### config.mk
export PLATFORM = sky130hd
export DESIGN_NAME = bcd_updown_counter
export DESIGN_NICKNAME = d
export VERILOG_FILES = /design/src/rtl/bcd_updown_counter.sv
export SDC_FILE = /design/constraint.sdc
export NUM_CORES = 1
export LEC_CHECK = 0
export BUFFER_PORTS_ARGS = -buffer_cell sky130_fd_sc_hd__buf_2
export CAP_MARGIN = 20
export CORE_ASPECT_RATIO = 1.1
export CORE_UTILIZATION = 62
export DETAILED_ROUTE_END_ITERATION = 7
export PLACE_DENSITY_LB_ADDON = 0.08
export SLEW_MARGIN = 20
export SYNTH_ARGS = -nofsm -noshare
export SYNTH_HDL_FRONTEND = slang
export SYNTH_SLANG_ARGS = --single-unit
### constraint.sdc
create_clock -name clk -period 4.3 [get_ports clk]
set_clock_uncertainty 0.2 [all_clocks]
set_input_delay 0.215 -clock clk [delete_from_list [all_inputs] [get_ports clk]]
set_output_delay 0.215 -clock clk [all_outputs]
set_load 0.1 [all_outputs]
### src/rtl/bcd_updown_counter.sv
// Multi-digit BCD up/down counter fed by two debounced active-low keys, with per-digit seg decode.
// Optional hold-to-repeat on each key: define REPEAT_EN.

module Debouncer #(
  parameter int N = 1000
) (
  input  logic clk,
  input  logic rst,
  input  logic i_raw,
  output logic o_clean
);
  localparam int CW = (N < 2) ? 1 : $clog2(N + 1);

  logic [1:0]    r_sync;
  logic [CW-1:0] r_cnt;
  logic          r_clean;

  // The output follows the synchronised input only after N consecutive differing samples.
  always_ff @(posedge clk or posedge rst) begin
    if (rst) begin
      r_sync  <= 2'b11;
      r_cnt   <= '0;
      r_clean <= 1'b1;
    end else begin
      r_sync <= {r_sync[0], i_raw};
      if (r_sync[1] == r_clean) begin
        r_cnt <= '0;
      end else if (r_cnt == CW'(N - 1)) begin
        r_clean <= r_sync[1];
        r_cnt   <= '0;
      end else begin
        r_cnt <= r_cnt + 1'b1;
      end
    end
  end

  assign o_clean = r_clean;
endmodule

module SegDecoder (
  input  logic [3:0] i_digit,
  output logic [7:0] o_seg
);
  // Active-high segments, bit order {dp,g,f,e,d,c,b,a}.
  always_comb begin
    o_seg = 8'h00;
    case (i_digit)
      4'd0:    o_seg = 8'h3F;
      4'd1:    o_seg = 8'h06;
      4'd2:    o_seg = 8'h5B;
      4'd3:    o_seg = 8'h4F;
      4'd4:    o_seg = 8'h66;
      4'd5:    o_seg = 8'h6D;
      4'd6:    o_seg = 8'h7D;
      4'd7:    o_seg = 8'h07;
      4'd8:    o_seg = 8'h7F;
      4'd9:    o_seg = 8'h6F;
      default: o_seg = 8'h00;
    endcase
  end
endmodule

`ifdef REPEAT_EN
module RepeatFsm #(
  parameter int REPEAT_DLY = 50000000,
  parameter int REPEAT_PER = 10000000
) (
  input  logic clk,
  input  logic rst,
  input  logic i_key,
  input  logic i_press,
  input  logic i_clear,
  output logic o_step
);
  typedef enum logic [1:0] {IDLE, HOLD, RPT} state_t;

  state_t      r_state, w_next;
  logic [31:0] r_timer, w_timer;

  always_ff @(posedge clk or posedge rst) begin
    if (rst) begin
      r_state <= IDLE;
      r_timer <= '0;
    end else begin
      r_state <= w_next;
      r_timer <= w_timer;
    end
  end

  // The timer counts cycles spent in HOLD or RPT with the key still down.
  always_comb begin
    w_next  = r_state;
    w_timer = '0;
    o_step  = 1'b0;
    case (r_state)
      IDLE: begin
        if (i_press && !i_clear) begin
          w_next = HOLD;
          o_step = 1'b1;
        end
      end
      HOLD: begin
        if (i_key || i_clear) begin
          w_next = IDLE;
        end else if (r_timer == 32'(REPEAT_DLY - 1)) begin
          w_next = RPT;
          o_step = 1'b1;
        end else begin
          w_timer = r_timer + 32'd1;
        end
      end
      RPT: begin
        if (i_key || i_clear) begin
          w_next = IDLE;
        end else if (r_timer == 32'(REPEAT_PER - 1)) begin
          o_step = 1'b1;
        end else begin
          w_timer = r_timer + 32'd1;
        end
      end
      default: w_next = IDLE;
    endcase
  end
endmodule
`endif

module bcd_updown_counter #(
  parameter int DIGITS     = 2,
  parameter int MAX_VAL    = 99,
  parameter int WRAP       = 1,
  parameter int DEBOUNCE_N = 1000,
  parameter int REPEAT_DLY = 50000000,
  parameter int REPEAT_PER = 10000000
) (
  input  logic                  clk,
  input  logic                  rst,
  input  logic                  key_up,
  input  logic                  key_dn,
  input  logic                  clear,
  output logic [4*DIGITS-1:0]   count_bcd,
  output logic [8*DIGITS-1:0]   seg_led,
  output logic                  wrap_pulse
);
  function automatic int pow10(input int n);
    int p;
    p = 1;
    for (int i = 0; i < n; i++) p = p * 10;
    return p;
  endfunction

  function automatic logic [31:0] toBcd(input int v);
    logic [31:0] b;
    int          r;
    b = '0;
    r = v;
    for (int i = 0; i < 8; i++) begin
      b[4*i +: 4] = 4'(r % 10);
      r = r / 10;
    end
    return b;
  endfunction

  localparam logic [31:0]         MAX_FULL = toBcd(MAX_VAL);
  localparam logic [4*DIGITS-1:0] MAX_BCD  = MAX_FULL[4*DIGITS-1:0];

  if (DIGITS < 1 || DIGITS > 8) begin : g_badDigits
    $error("bcd_updown_counter: DIGITS must be in 1..8");
  end
  if (MAX_VAL < 0 || MAX_VAL >= pow10(DIGITS)) begin : g_badMax
    $error("bcd_updown_counter: MAX_VAL must be below 10**DIGITS");
  end
  if (REPEAT_DLY < 1 || REPEAT_PER < 1) begin : g_badRepeat
    $error("bcd_updown_counter: REPEAT_DLY and REPEAT_PER must be positive");
  end

  function automatic logic [4*DIGITS-1:0] incBcd(input logic [4*DIGITS-1:0] v);
    logic [4*DIGITS-1:0] r;
    logic                c;
    r = v;
    c = 1'b1;
    for (int i = 0; i < DIGITS; i++) begin
      if (c) begin
        if (v[4*i +: 4] == 4'd9) begin
          r[4*i +: 4] = 4'd0;
        end else begin
          r[4*i +: 4] = v[4*i +: 4] + 4'd1;
          c = 1'b0;
        end
      end
    end
    return r;
  endfunction

  function automatic logic [4*DIGITS-1:0] decBcd(input logic [4*DIGITS-1:0] v);
    logic [4*DIGITS-1:0] r;
    logic                b;
    r = v;
    b = 1'b1;
    for (int i = 0; i < DIGITS; i++) begin
      if (b) begin
        if (v[4*i +: 4] == 4'd0) begin
          r[4*i +: 4] = 4'd9;
        end else begin
          r[4*i +: 4] = v[4*i +: 4] - 4'd1;
          b = 1'b0;
        end
      end
    end
    return r;
  endfunction

  logic                w_debUp, w_debDn;
  logic                w_pressUp, w_pressDn;
  logic                w_reqUp, w_reqDn;
  logic                r_prevUp, r_prevDn;
  logic                r_stepUp, r_stepDn;
  logic [4*DIGITS-1:0] r_count, w_nextCount;
  logic                r_wrap, w_nextWrap;

  Debouncer #(.N(DEBOUNCE_N)) u_debUp (.clk(clk), .rst(rst), .i_raw(key_up), .o_clean(w_debUp));
  Debouncer #(.N(DEBOUNCE_N)) u_debDn (.clk(clk), .rst(rst), .i_raw(key_dn), .o_clean(w_debDn));

  assign w_pressUp = r_prevUp & ~w_debUp;
  assign w_pressDn = r_prevDn & ~w_debDn;

`ifdef REPEAT_EN
  logic w_rptUp, w_rptDn, w_bothHeld;

  RepeatFsm #(.REPEAT_DLY(REPEAT_DLY), .REPEAT_PER(REPEAT_PER)) u_rptUp (
    .clk(clk), .rst(rst), .i_key(w_debUp), .i_press(w_pressUp), .i_clear(clear), .o_step(w_rptUp)
  );
  RepeatFsm #(.REPEAT_DLY(REPEAT_DLY), .REPEAT_PER(REPEAT_PER)) u_rptDn (
    .clk(clk), .rst(rst), .i_key(w_debDn), .i_press(w_pressDn), .i_clear(clear), .o_step(w_rptDn)
  );

  // With both keys down the timers keep running but neither key may step.
  assign w_bothHeld = ~w_debUp & ~w_debDn;
  assign w_reqUp    = w_rptUp & ~w_bothHeld;
  assign w_reqDn    = w_rptDn & ~w_bothHeld;
`else
  assign w_reqUp = w_pressUp;
  assign w_reqDn = w_pressDn;
`endif

  always_ff @(posedge clk or posedge rst) begin
    if (rst) begin
      r_prevUp <= 1'b1;
      r_prevDn <= 1'b1;
      r_stepUp <= 1'b0;
      r_stepDn <= 1'b0;
      r_count  <= '0;
      r_wrap   <= 1'b0;
    end else begin
      r_prevUp <= w_debUp;
      r_prevDn <= w_debDn;
      r_stepUp <= w_reqUp;
      r_stepDn <= w_reqDn;
      r_count  <= w_nextCount;
      r_wrap   <= w_nextWrap;
    end
  end

  // Clear beats everything; opposing steps in the same cycle cancel.
  always_comb begin
    w_nextCount = r_count;
    w_nextWrap  = 1'b0;
    if (clear) begin
      w_nextCount = '0;
    end else if (r_stepUp && r_stepDn) begin
      w_nextCount = r_count;
    end else if (r_stepUp) begin
      if (r_count == MAX_BCD) begin
        if (WRAP != 0) begin
          w_nextCount = '0;
          w_nextWrap  = 1'b1;
        end
      end else begin
        w_nextCount = incBcd(r_count);
      end
    end else if (r_stepDn) begin
      if (r_count == '0) begin
        if (WRAP != 0) begin
          w_nextCount = MAX_BCD;
          w_nextWrap  = 1'b1;
        end
      end else begin
        w_nextCount = decBcd(r_count);
      end
    end
  end

  for (genvar g = 0; g < DIGITS; g++) begin : g_seg
    SegDecoder u_seg (.i_digit(r_count[4*g +: 4]), .o_seg(seg_led[8*g +: 8]));
  end

  assign count_bcd  = r_count;
  assign wrap_pulse = r_wrap;
endmodule
==> results.tsv <==
metric	value	unit
GRT overflow	0	
Avg Cell Area, Syn	9.290	um^2
boundary pin count	30	
final worst slack	1.633	ns
simple-gate portion of the synthesized area	21.06	%
Die ar.	0.004026	mm^2
synthesis-stage register bit count	39	
vias in the first global route	1624	
filler cell count	279	
post-synthesis mux area share	2.886	%
CTS tree	yes	
post-synthesis async set-or-reset flop share	100.0	%
crit start category	flop	
Num CTS Buffers	5	
Die W	60.59	um
Final min period	2.667	ns
Syn Inst Count	252	
Min-Delay Path Class	input pin to flop	
fmax	375.0	MHz
hold path startpoint	clear	
Cell variety after synth	52	
register area share after synthesis	42.12	%
r2r worst-path depth	6	
initial antenna violation count	0	
crit path max fanout	14	
Post-synth EDFFs	0	
Fin. Hold Viols	0	
area added between synthesis and finish	11.33	%
clk_lat worst skew	0.29	ns
Mapped Area	0.002341	mm^2
pin count of the biggest net entering global routing	40	
hold path depth	2	
setup_tns	0	ns
fin util	71.88	%
core box area	0.003626	mm^2
dpl ws	1.952	ns
complex-gate fraction of the synthesized area	13.36	%
Period Utilization, post-route	62.01	%
Routed Antenna Nets	0	
gr usage total	23.01	%
routed len/inst	12.49	um
Slew @ Worst Pin	0.6111	ns
post-synthesis adder-cell area fraction	8.552	%
Starting Density	64.56	%
Max-cap violations	0	
Pre-antenna DRT Iters	4	
relative slew slack	58.95	%
Worst Path Arrival	2.25	ns
Pins Over Slew Limit	0	
post-DP HPWL	2996	um
Hold EP	wrap_pulse	
Setup Fix Bufs, Post-CTS	0	
die height	66.45	um
DRT Wirelength	4121	um
worst r2r src	count_bcd[1]	
status	complete, no violations	
RSZ-0062 raised after global routing	no	
root buffer cell	clkbuf_8	
Synthesis Warnings	0	
largest family of logic cells by synthesized area	simple AND/OR/NAND/NOR gates	
Worst Path Required	3.88	ns
Critical Path Sink Type	output pin	
kind of critical path	flop to output pin	
cell row count	23	
drt initial violations	85	
Finish-stage setup viols	0	
Max clock buf depth	2	
post-CTS resize count	0	
H-tree Lvls	2	
Synth Area in XOR/XNOR	7.108	%
r2r endpoint	count_bcd[5]	
worst reg2reg setup slack	2.02	ns
share of cells above drive strength 1	18.21	%
drt drc	0	
clock sink count	39	
number of port buffers	27	
placer congestion estimate	0.8098	
CTS clk-pin slew, worst paths	0.07	ns
final net count	300	
first-pass GRT wire length	6748	um
Antenna diodes	0	
Via density	5.485	
total number of vias	1810	
ys flop type	dfrtp_1	
==> layout make-up <==
class	count	area, um^2	area share (%)
Sequential cell	39	985.9	37.83
Tap cell	50	62.56	2.400
Clock inverter	1	5.005	0.1920
Multi-Input combinational cell	187	1247	47.86
Inverter	15	56.30	2.160
Timing Repair Buffer	31	172.7	6.625
Clock buffer	7	76.32	2.928
==> cell families (layout without fill, tap and decap cells) <==
kind of cell,after synthesis,count (layout)
XOR/XNOR,19,19
other,1,2
buffers and inverters,27,54
flip-flops,39,39
adder cells (fa/ha/maj),16,16
AO/OA/AOI/OAI,46,46
multiplexers,6,6
AND/OR/NAND/NOR,98,98
==> per-stage QoR <==
step	hold slack, ns	std cells	area [um^2]
floorplan	0.01948	253	2345
global placement	0.1198	319	2495
detailed placement	0.1213	319	2495
CTS	0.03134	330	2606
global route	0.04720	330	2606
finish	0.04525	330	2606
==> critical path, stage by stage (launching register included) <==
cell	delay, ns
dfrtp_1	0.54
inv_1	0.17
ha_1	0.24
or3b_2	0.52
nand2_1	0.08
buf_2	0.42
==> placed cells by master, fill, tap and decap left out, types with 6 or more instances in the layout <==
cell | Yosys | layout
ha_1 | 16 | 16
nand2_1 | 17 | 17
a21oi_1 | 6 | 6
dfstp_2 | 8 | 8
xnor2_1 | 14 | 14
dfrtp_1 | 31 | 31
nor3_1 | 12 | 12
nand3_1 | 8 | 8
o21ai_0 | 12 | 12
inv_1 | 15 | 15
nor2_1 | 30 | 30
o22ai_1 | 6 | 6
buf_2 | 1 | 27
==> worst max-delay path by stage <==
stage / startpoint / end / cells past startpoint
final: count_bcd[5] / seg_led[12] / 5
after global routing: count_bcd[5] / seg_led[12] / 5
after CTS: count_bcd[5] / seg_led[12] / 5
after detailed placement: count_bcd[5] / seg_led[12] / 5
after global placement: count_bcd[5] / seg_led[12] / 5
after floorplan: count_bcd[1] / seg_led[3] / 4
==> registers in the layout, summed over array words and instances, names as in the netlist, 2 cells and up <==
register and count:
count_bcd 8, u_debDn.r_cnt 10, u_debDn.r_sync 2, u_debUp.r_cnt 10, u_debUp.r_sync 2
==> what timing repair did <==
action | CTS | global route
hold buffers | 3 | 0
endpoints found under the hold margin | 33 | 0
endpoints found under the setup margin | 0 | 0
==> metal layers <==
metal	GRT usage, %	wire [um]	vias to the layer above
li1	-	-	927
met1	26.97	1875	850
met4	12.50	80	0
met5	0	0	-
met3	3.914	88	8
met2	39.29	2076	25
==> synth_stat cells, types with 6 or more instances <==
master     n  area [um^2]
a21oi_1    6        30.03
clkbuf_1   6        22.52
dfrtp_1   31        775.7
dfstp_2    8        210.2
ha_1      16        200.2
inv_1     15        56.30
nand2_1   17        63.81
nand3_1    8        40.04
nor2_1    30        112.6
nor3_1    12        60.06
o21ai_0   12        60.06
o22ai_1    6        37.54
xnor2_1   14        122.6
Power is not shown: default switching activity piles up to over one toggle a cycle in this logic, so the estimate is an artifact.
